`config.mk`:
```
export PLATFORM = sky130hd
export DESIGN_NAME = ps2_keymap
export DESIGN_NICKNAME = d
export VERILOG_FILES = /design/src/rtl/ps2_keymap.sv
export SDC_FILE = /design/constraint.sdc
export NUM_CORES = 1
export LEC_CHECK = 0
export ABC_AREA = 1
export CORE_MARGIN = 5
export CORE_UTILIZATION = 35
export DETAILED_ROUTE_END_ITERATION = 10
export DONT_BUFFER_PORTS = 1
export MAX_ROUTING_LAYER = met4
export PLACE_DENSITY = 0.55
export RECOVER_POWER = 100
export SYNTH_ARGS = -nofsm -noshare
export SYNTH_HDL_FRONTEND = slang
export SYNTH_SLANG_ARGS = --single-unit
```
`constraint.sdc`:
```
create_clock -name clk -period 1.7 [get_ports clk]
set_input_delay 0.34 -clock clk [delete_from_list [all_inputs] [get_ports clk]]
set_output_delay 0.34 -clock clk [all_outputs]
set_load 0.05 [all_outputs]
```
`src/rtl/ps2_keymap.sv`:
```
// ps2_keymap: PS/2 frame receiver feeding a scancode-to-key level/pulse decoder.
// Build macro PS2_TYPEMATIC_FILTER_EN suppresses key_press on typematic repeats of a held key.
//   state  | meaning
//   IDLE   | waiting for a start bit (data=0 on a falling edge)
//   SHIFT  | collecting 8 data bits, LSB first
//   PARITY | capturing the odd-parity bit
//   STOP   | checking stop bit, then handing the byte to the decoder
module ps2_keymap #(
    parameter int                    NUM_KEYS       = 6,
    parameter logic [9*NUM_KEYS-1:0] KEY_CODES      = {9'h032, 9'h01C, 9'h174, 9'h16B, 9'h172, 9'h175},
    parameter int                    TIMEOUT_CYCLES = 50000
) (
    input  logic                clk,
    input  logic                reset,
    input  logic                ps2_clk,
    input  logic                data,
    output logic [NUM_KEYS-1:0] key_state,
    output logic [NUM_KEYS-1:0] key_press,
    output logic [7:0]          code,
    output logic                code_valid,
    output logic                frame_err
);

    localparam int              WD_W      = $clog2(TIMEOUT_CYCLES + 1);
    localparam logic [WD_W-1:0] WD_RELOAD = WD_W'(TIMEOUT_CYCLES - 1);
    localparam logic [7:0]      BRK_BYTE  = 8'hF0;
    localparam logic [7:0]      EXT_BYTE  = 8'hE0;

    typedef enum logic [1:0] {IDLE, SHIFT, PARITY, STOP} state_t;

    state_t              state, next_state;
    logic [1:0]          clk_sync, data_sync;
    logic                clk_prev;
    logic                fall, bit_in;
    logic [7:0]          shift_reg;
    logic [2:0]          bit_cnt;
    logic                par_bit;
    logic [WD_W-1:0]     wd;
    logic                brk, ext;
    logic                frame_good, frame_bad, timeout;
    logic [NUM_KEYS-1:0] match, press_mask;

    assign fall   = clk_prev & ~clk_sync[1];
    assign bit_in = data_sync[1];

    always_ff @(posedge clk or negedge reset) begin
        if (!reset) begin
            clk_sync  <= 2'b11;
            data_sync <= 2'b11;
            clk_prev  <= 1'b1;
        end else begin
            clk_sync  <= {clk_sync[0], ps2_clk};
            data_sync <= {data_sync[0], data};
            clk_prev  <= clk_sync[1];
        end
    end

    always_ff @(posedge clk or negedge reset) begin
        if (!reset) state <= IDLE;
        else        state <= next_state;
    end

    always_comb begin
        next_state = state;
        frame_good = 1'b0;
        frame_bad  = 1'b0;
        timeout    = 1'b0;
        if (fall) begin
            case (state)
                IDLE:    if (!bit_in) next_state = SHIFT;
                SHIFT:   if (bit_cnt == 3'd7) next_state = PARITY;
                PARITY:  next_state = STOP;
                STOP: begin
                    next_state = IDLE;
                    if (bit_in && (^{shift_reg, par_bit})) frame_good = 1'b1;
                    else                                   frame_bad  = 1'b1;
                end
                default: next_state = IDLE;
            endcase
        end else if (state != IDLE && wd == '0) begin
            timeout    = 1'b1;
            next_state = IDLE;
        end
    end

    always_comb begin
        match = '0;
        for (int i = 0; i < NUM_KEYS; i++)
            match[i] = (KEY_CODES[9*i +: 9] == {ext, shift_reg});
    end

`ifdef PS2_TYPEMATIC_FILTER_EN
    assign press_mask = match & ~key_state;
`else
    assign press_mask = match;
`endif

    always_ff @(posedge clk or negedge reset) begin
        if (!reset) begin
            shift_reg  <= '0;
            bit_cnt    <= '0;
            par_bit    <= 1'b0;
            wd         <= '0;
            brk        <= 1'b0;
            ext        <= 1'b0;
            key_state  <= '0;
            key_press  <= '0;
            code       <= '0;
            code_valid <= 1'b0;
            frame_err  <= 1'b0;
        end else begin
            code_valid <= 1'b0;
            frame_err  <= 1'b0;
            key_press  <= '0;

            if (fall)                             wd <= WD_RELOAD;
            else if (state != IDLE && wd != '0)   wd <= wd - 1'b1;

            if (fall) begin
                case (state)
                    IDLE:    bit_cnt <= '0;
                    SHIFT: begin
                        shift_reg <= {bit_in, shift_reg[7:1]};
                        bit_cnt   <= bit_cnt + 1'b1;
                    end
                    PARITY:  par_bit <= bit_in;
                    default: ;
                endcase
            end

            if (frame_bad || timeout) begin
                frame_err <= 1'b1;
                brk       <= 1'b0;
                ext       <= 1'b0;
            end

            if (frame_good) begin
                code       <= shift_reg;
                code_valid <= 1'b1;
                if (shift_reg == BRK_BYTE) begin
                    brk <= 1'b1;
                end else if (shift_reg == EXT_BYTE) begin
                    ext <= 1'b1;
                end else begin
                    brk <= 1'b0;
                    ext <= 1'b0;
                    if (brk) begin
                        key_state <= key_state & ~match;
                    end else begin
                        key_state <= key_state | match;
                        key_press <= press_mask;
                    end
                end
            end
        end
    end

endmodule

```
==> flow_summary_export.csv <==
group,metric,value,unit
run_status,outcome,"completed",
timing,finalSetupViolations,0,
placement,gp_congestion,0.895,
die,die-height,103,um
yosys,synth.cell_area,0.00302,mm^2
layout,fill_cells,815,
timing,rsz0062_at_grt,"true",
setup_path,critPathMaxFanout,6,
die,dieWidth,103,um
global_routing,grt_max_degree,60,
pwr,power.density,1240,mW/mm^2
yosys,syn_nets,361,
clock_network,htree_levels,3,
die,dieArea,0.0106,mm^2
yosys,synth_top_area_share,44.7,%
yosys,avgSynthCellArea,8.69,um^2
yosys,synthTopCellsByCount,"nand2_1 (84), dfrtp_1 (54), inv_1 (34), o21ai_0 (30), nor2_1 (27)",
min_path,hp-class,"reg -> reg",
setup_path,critPathSlowestCell,"dfrtp_2",
min_path,min_to,"clk_sync[1]$_DFF_PN1_",
timing,max-slew-margin-rel,66.5,%
run,drv_cap,0,
clock_network,cts_tree,"yes",
routing,vias,2365,
layout,drive_above_1_share,29.4,%
global_routing,grt_pass1_vias,2208,
global_routing,antenna_found_initial,0,
clock_network,cts_sinks,59,
setup_path,reg2reg_from,"shift_reg[6]$_DFFE_PN0P_",
timing,tightestPinTransition,503,ps
setup_path,cpMostUsedCell,"nand2_1",
layout,fin_nets,403,
timing,finalMaxSlewViolations,0,
yosys,syn_inst,348,
setup_path,critPathCaptureType,"register",
timing,timing.final.crit_share,94.6,%
yosys,ys_warn_count,0,
placement,pre_cts_ws,56.4,ps
min_path,min_from,"clk_sync[0]$_DFF_PN1_",
pwr,total_power,4.67,mW
setup_path,crit_required,1920,ps
yosys,yosys.cell_count.top_type,"nand2_1",
yosys,yosysSeqAreaShare,49.0,%
yosys,synth-seq-cells,59,
setup_path,reg2reg_slack,90,ps
timing,final.setup.worst_slack,91.4,ps
timing,max_freq,622,MHz
timing,tns,0,ps
pwr,leakage,1.75,nW
layout,diodes,0,
layout,syn_to_final_growth,24.2,%
yosys,synth_area_leaders,"dfrtp_1 (45%), nand2_1 (10%), o21ai_0 (5.0%), dfstp_2 (4.3%), inv_1 (4.2%)",
pwr,ir_worst_vdd,0.368,mV
clock_network,clockBufferDepth,2,
yosys,synthDistinctLibCells,33,
yosys,ys.flop_type,"dfrtp_1",
placement,dp_hpwl,4.58,mm
die,pin_count,26,
routing,drtPass1Iterations,4,
die,rows,34,
routing,drt_iter0_drc,99,
setup_path,worstSetupPathType,"reg -> reg",
clock_network,clock_latency,340,ps
yosys,synthArstFlopShare,100,%
routing,wire_per_inst,12.8,um
setup_path,arrival,1830,ps
routing,viasPerCell,4.71,
die,initial_core_util,35.4,%
clock_network,clk_pin_slew,70,ps
placement,buffer_ports.inserted,0,
global_routing,grt_usage,13.5,%
min_path,holdPathStages,0,
setup_path,critPathTopFamily,"simple AND/OR/NAND/NOR gates",
yosys,synth_edf_count,0,
setup_path,worst-path-buf-inv,2,
timing,period_needed,1610,ps
setup_path,reg2regPathDepth,12,
die,core_area,0.00855,mm^2
setup_path,crit_path_start_kind,"register",
global_routing,grt_pass1_wl,10.8,mm
global_routing,grt_overflow,0,
routing,drc_errors,0,
routing,ant_nets,0,
timing,fin_skew,8.55,ps
routing,wl,6.45,mm
setup_path,path_cells,"inv_2 > nand2_1 > nand2_1 > nand3_1 > nand2_1 > inv_1 > nand2_4 > nand3_4 > nor2_4 > nand2_2 > nand2_1 > o21ai_1",
setup_path,max_stage_delay,460,ps
clock_network,clockRootBuffer,"clkbuf_8",
yosys,yosysTopAreaCell,"dfrtp_1",
clock_network,numCtsBuffers,9,
timing,finalHoldViolCount,0,
[how the worst max path moves through the flow]
stage | startpoint | endpoint | cells past startpoint
2_1_floorplan | wd[0]$_DFFE_PN0P_ | wd[0]$_DFFE_PN0P_ | 8
3_3_place_gp | shift_reg[7]$_DFFE_PN0P_ | register | 8
3_5_place_dp | shift_reg[2]$_DFFE_PN0P_ | register | 12
4_1_cts | shift_reg[2]$_DFFE_PN0P_ | register | 12
5_1_grt | shift_reg[0]$_DFFE_PN0P_ | register | 13
6_report | shift_reg[6]$_DFFE_PN0P_ | register | 12
[area by class of cell]
cell class	instances	area (um^2)	area share, %
multi-input cells	245	1460	39.0
repair buffers	37	322	8.57
clock buffers	11	151	4.03
flip-flops and latches	59	1490	39.7
inverters	38	143	3.80
well taps	108	135	3.60
clock inverters	4	50.0	1.33
[timing repair]
item                                    CTS  global route
buffers inserted                          0             4
hold buffers                              2             2
gates resized for setup                   0            36
hold endpoints to repair                 61            59
endpoints found under the setup margin    0            28
[logic make-up after synthesis]
group                      after synthesis  synth area share (%)
and+or+nand+nor                        176                  28.5
xor gates and xnor gates                12                  3.48
adders and majority gates                9                  3.73
DFF                                     59                  49.0
AOI/OAI and AO/OA                       47                  9.35
buffers and inverters                   45                  5.88
[layout by cell type (no fill, tap or decap), types with 2 or more instances in the layout]
master,netlist,routed
buf_4,0,31
clkbuf_8,0,11
clkinvlp_4,0,2
dfrtp_1,54,49
dfrtp_2,0,5
dfstp_2,5,5
dlygate4sd3_1,0,3
ha_1,9,9
inv_1,34,28
inv_2,3,9
nand2_1,84,82
nand2_2,7,8
nand2_4,1,2
nand3_1,22,18
nand3_2,5,9
nand3b_1,2,2
nand4_1,5,5
nor2_1,27,18
nor2_2,3,8
nor2_4,0,5
nor2_8,2,2
nor3_1,11,10
nor4_1,5,3
nor4_2,0,2
o21ai_0,30,29
o21ai_1,3,4
o21ai_2,7,7
o31ai_1,3,3
xnor2_1,2,2
xor2_1,10,10
[metal layers]
metal | wire length, um | part of all wire, % | GRT usage [%] | up-vias
li1 | - | - | - | 1221
met2 | 2980 | 46 | 20.2 | 39
met3 | 296 | 4.6 | 4.26 | 10
met1 | 3090 | 48 | 17.6 | 1095
met4 | 76 | 1.2 | 3.88 | 0
met5 | 0 | 0 | - | -
[per-stage QoR]
step / util (%) / hold WS (ps) / std cells / instance area [um^2]
global placement: 39.2 / 45.9 / 478 / 3350
detailed placement: 39.2 / 45.9 / 478 / 3350
global route: 43.9 / 365 / 502 / 3750
finish: 43.9 / 359 / 502 / 3750
floorplan: - / 44.4 / 348 / 3020
CTS: 41.8 / -324 / 495 / 3570
[worst reg2reg max path: stages, from the launching register on]
cell	delay, ps
dfrtp_2	460
inv_2	90
nand2_1	50
nand2_1	60
nand3_1	60
nand2_1	100
inv_1	70
nand2_4	80
nand3_4	130
nor2_4	170
nand2_2	90
nand2_1	60
o21ai_1	60
[where the power goes]
group	leakage, nW	internal, mW	switching (mW)	total, mW
clock network	0.0974	0.746	0.569	1.31
registers	0.770	1.62	0.197	1.81
logic	0.879	0.610	0.932	1.54
total	1.75	2.97	1.70	4.67
(Power assumes the default switching activity.)
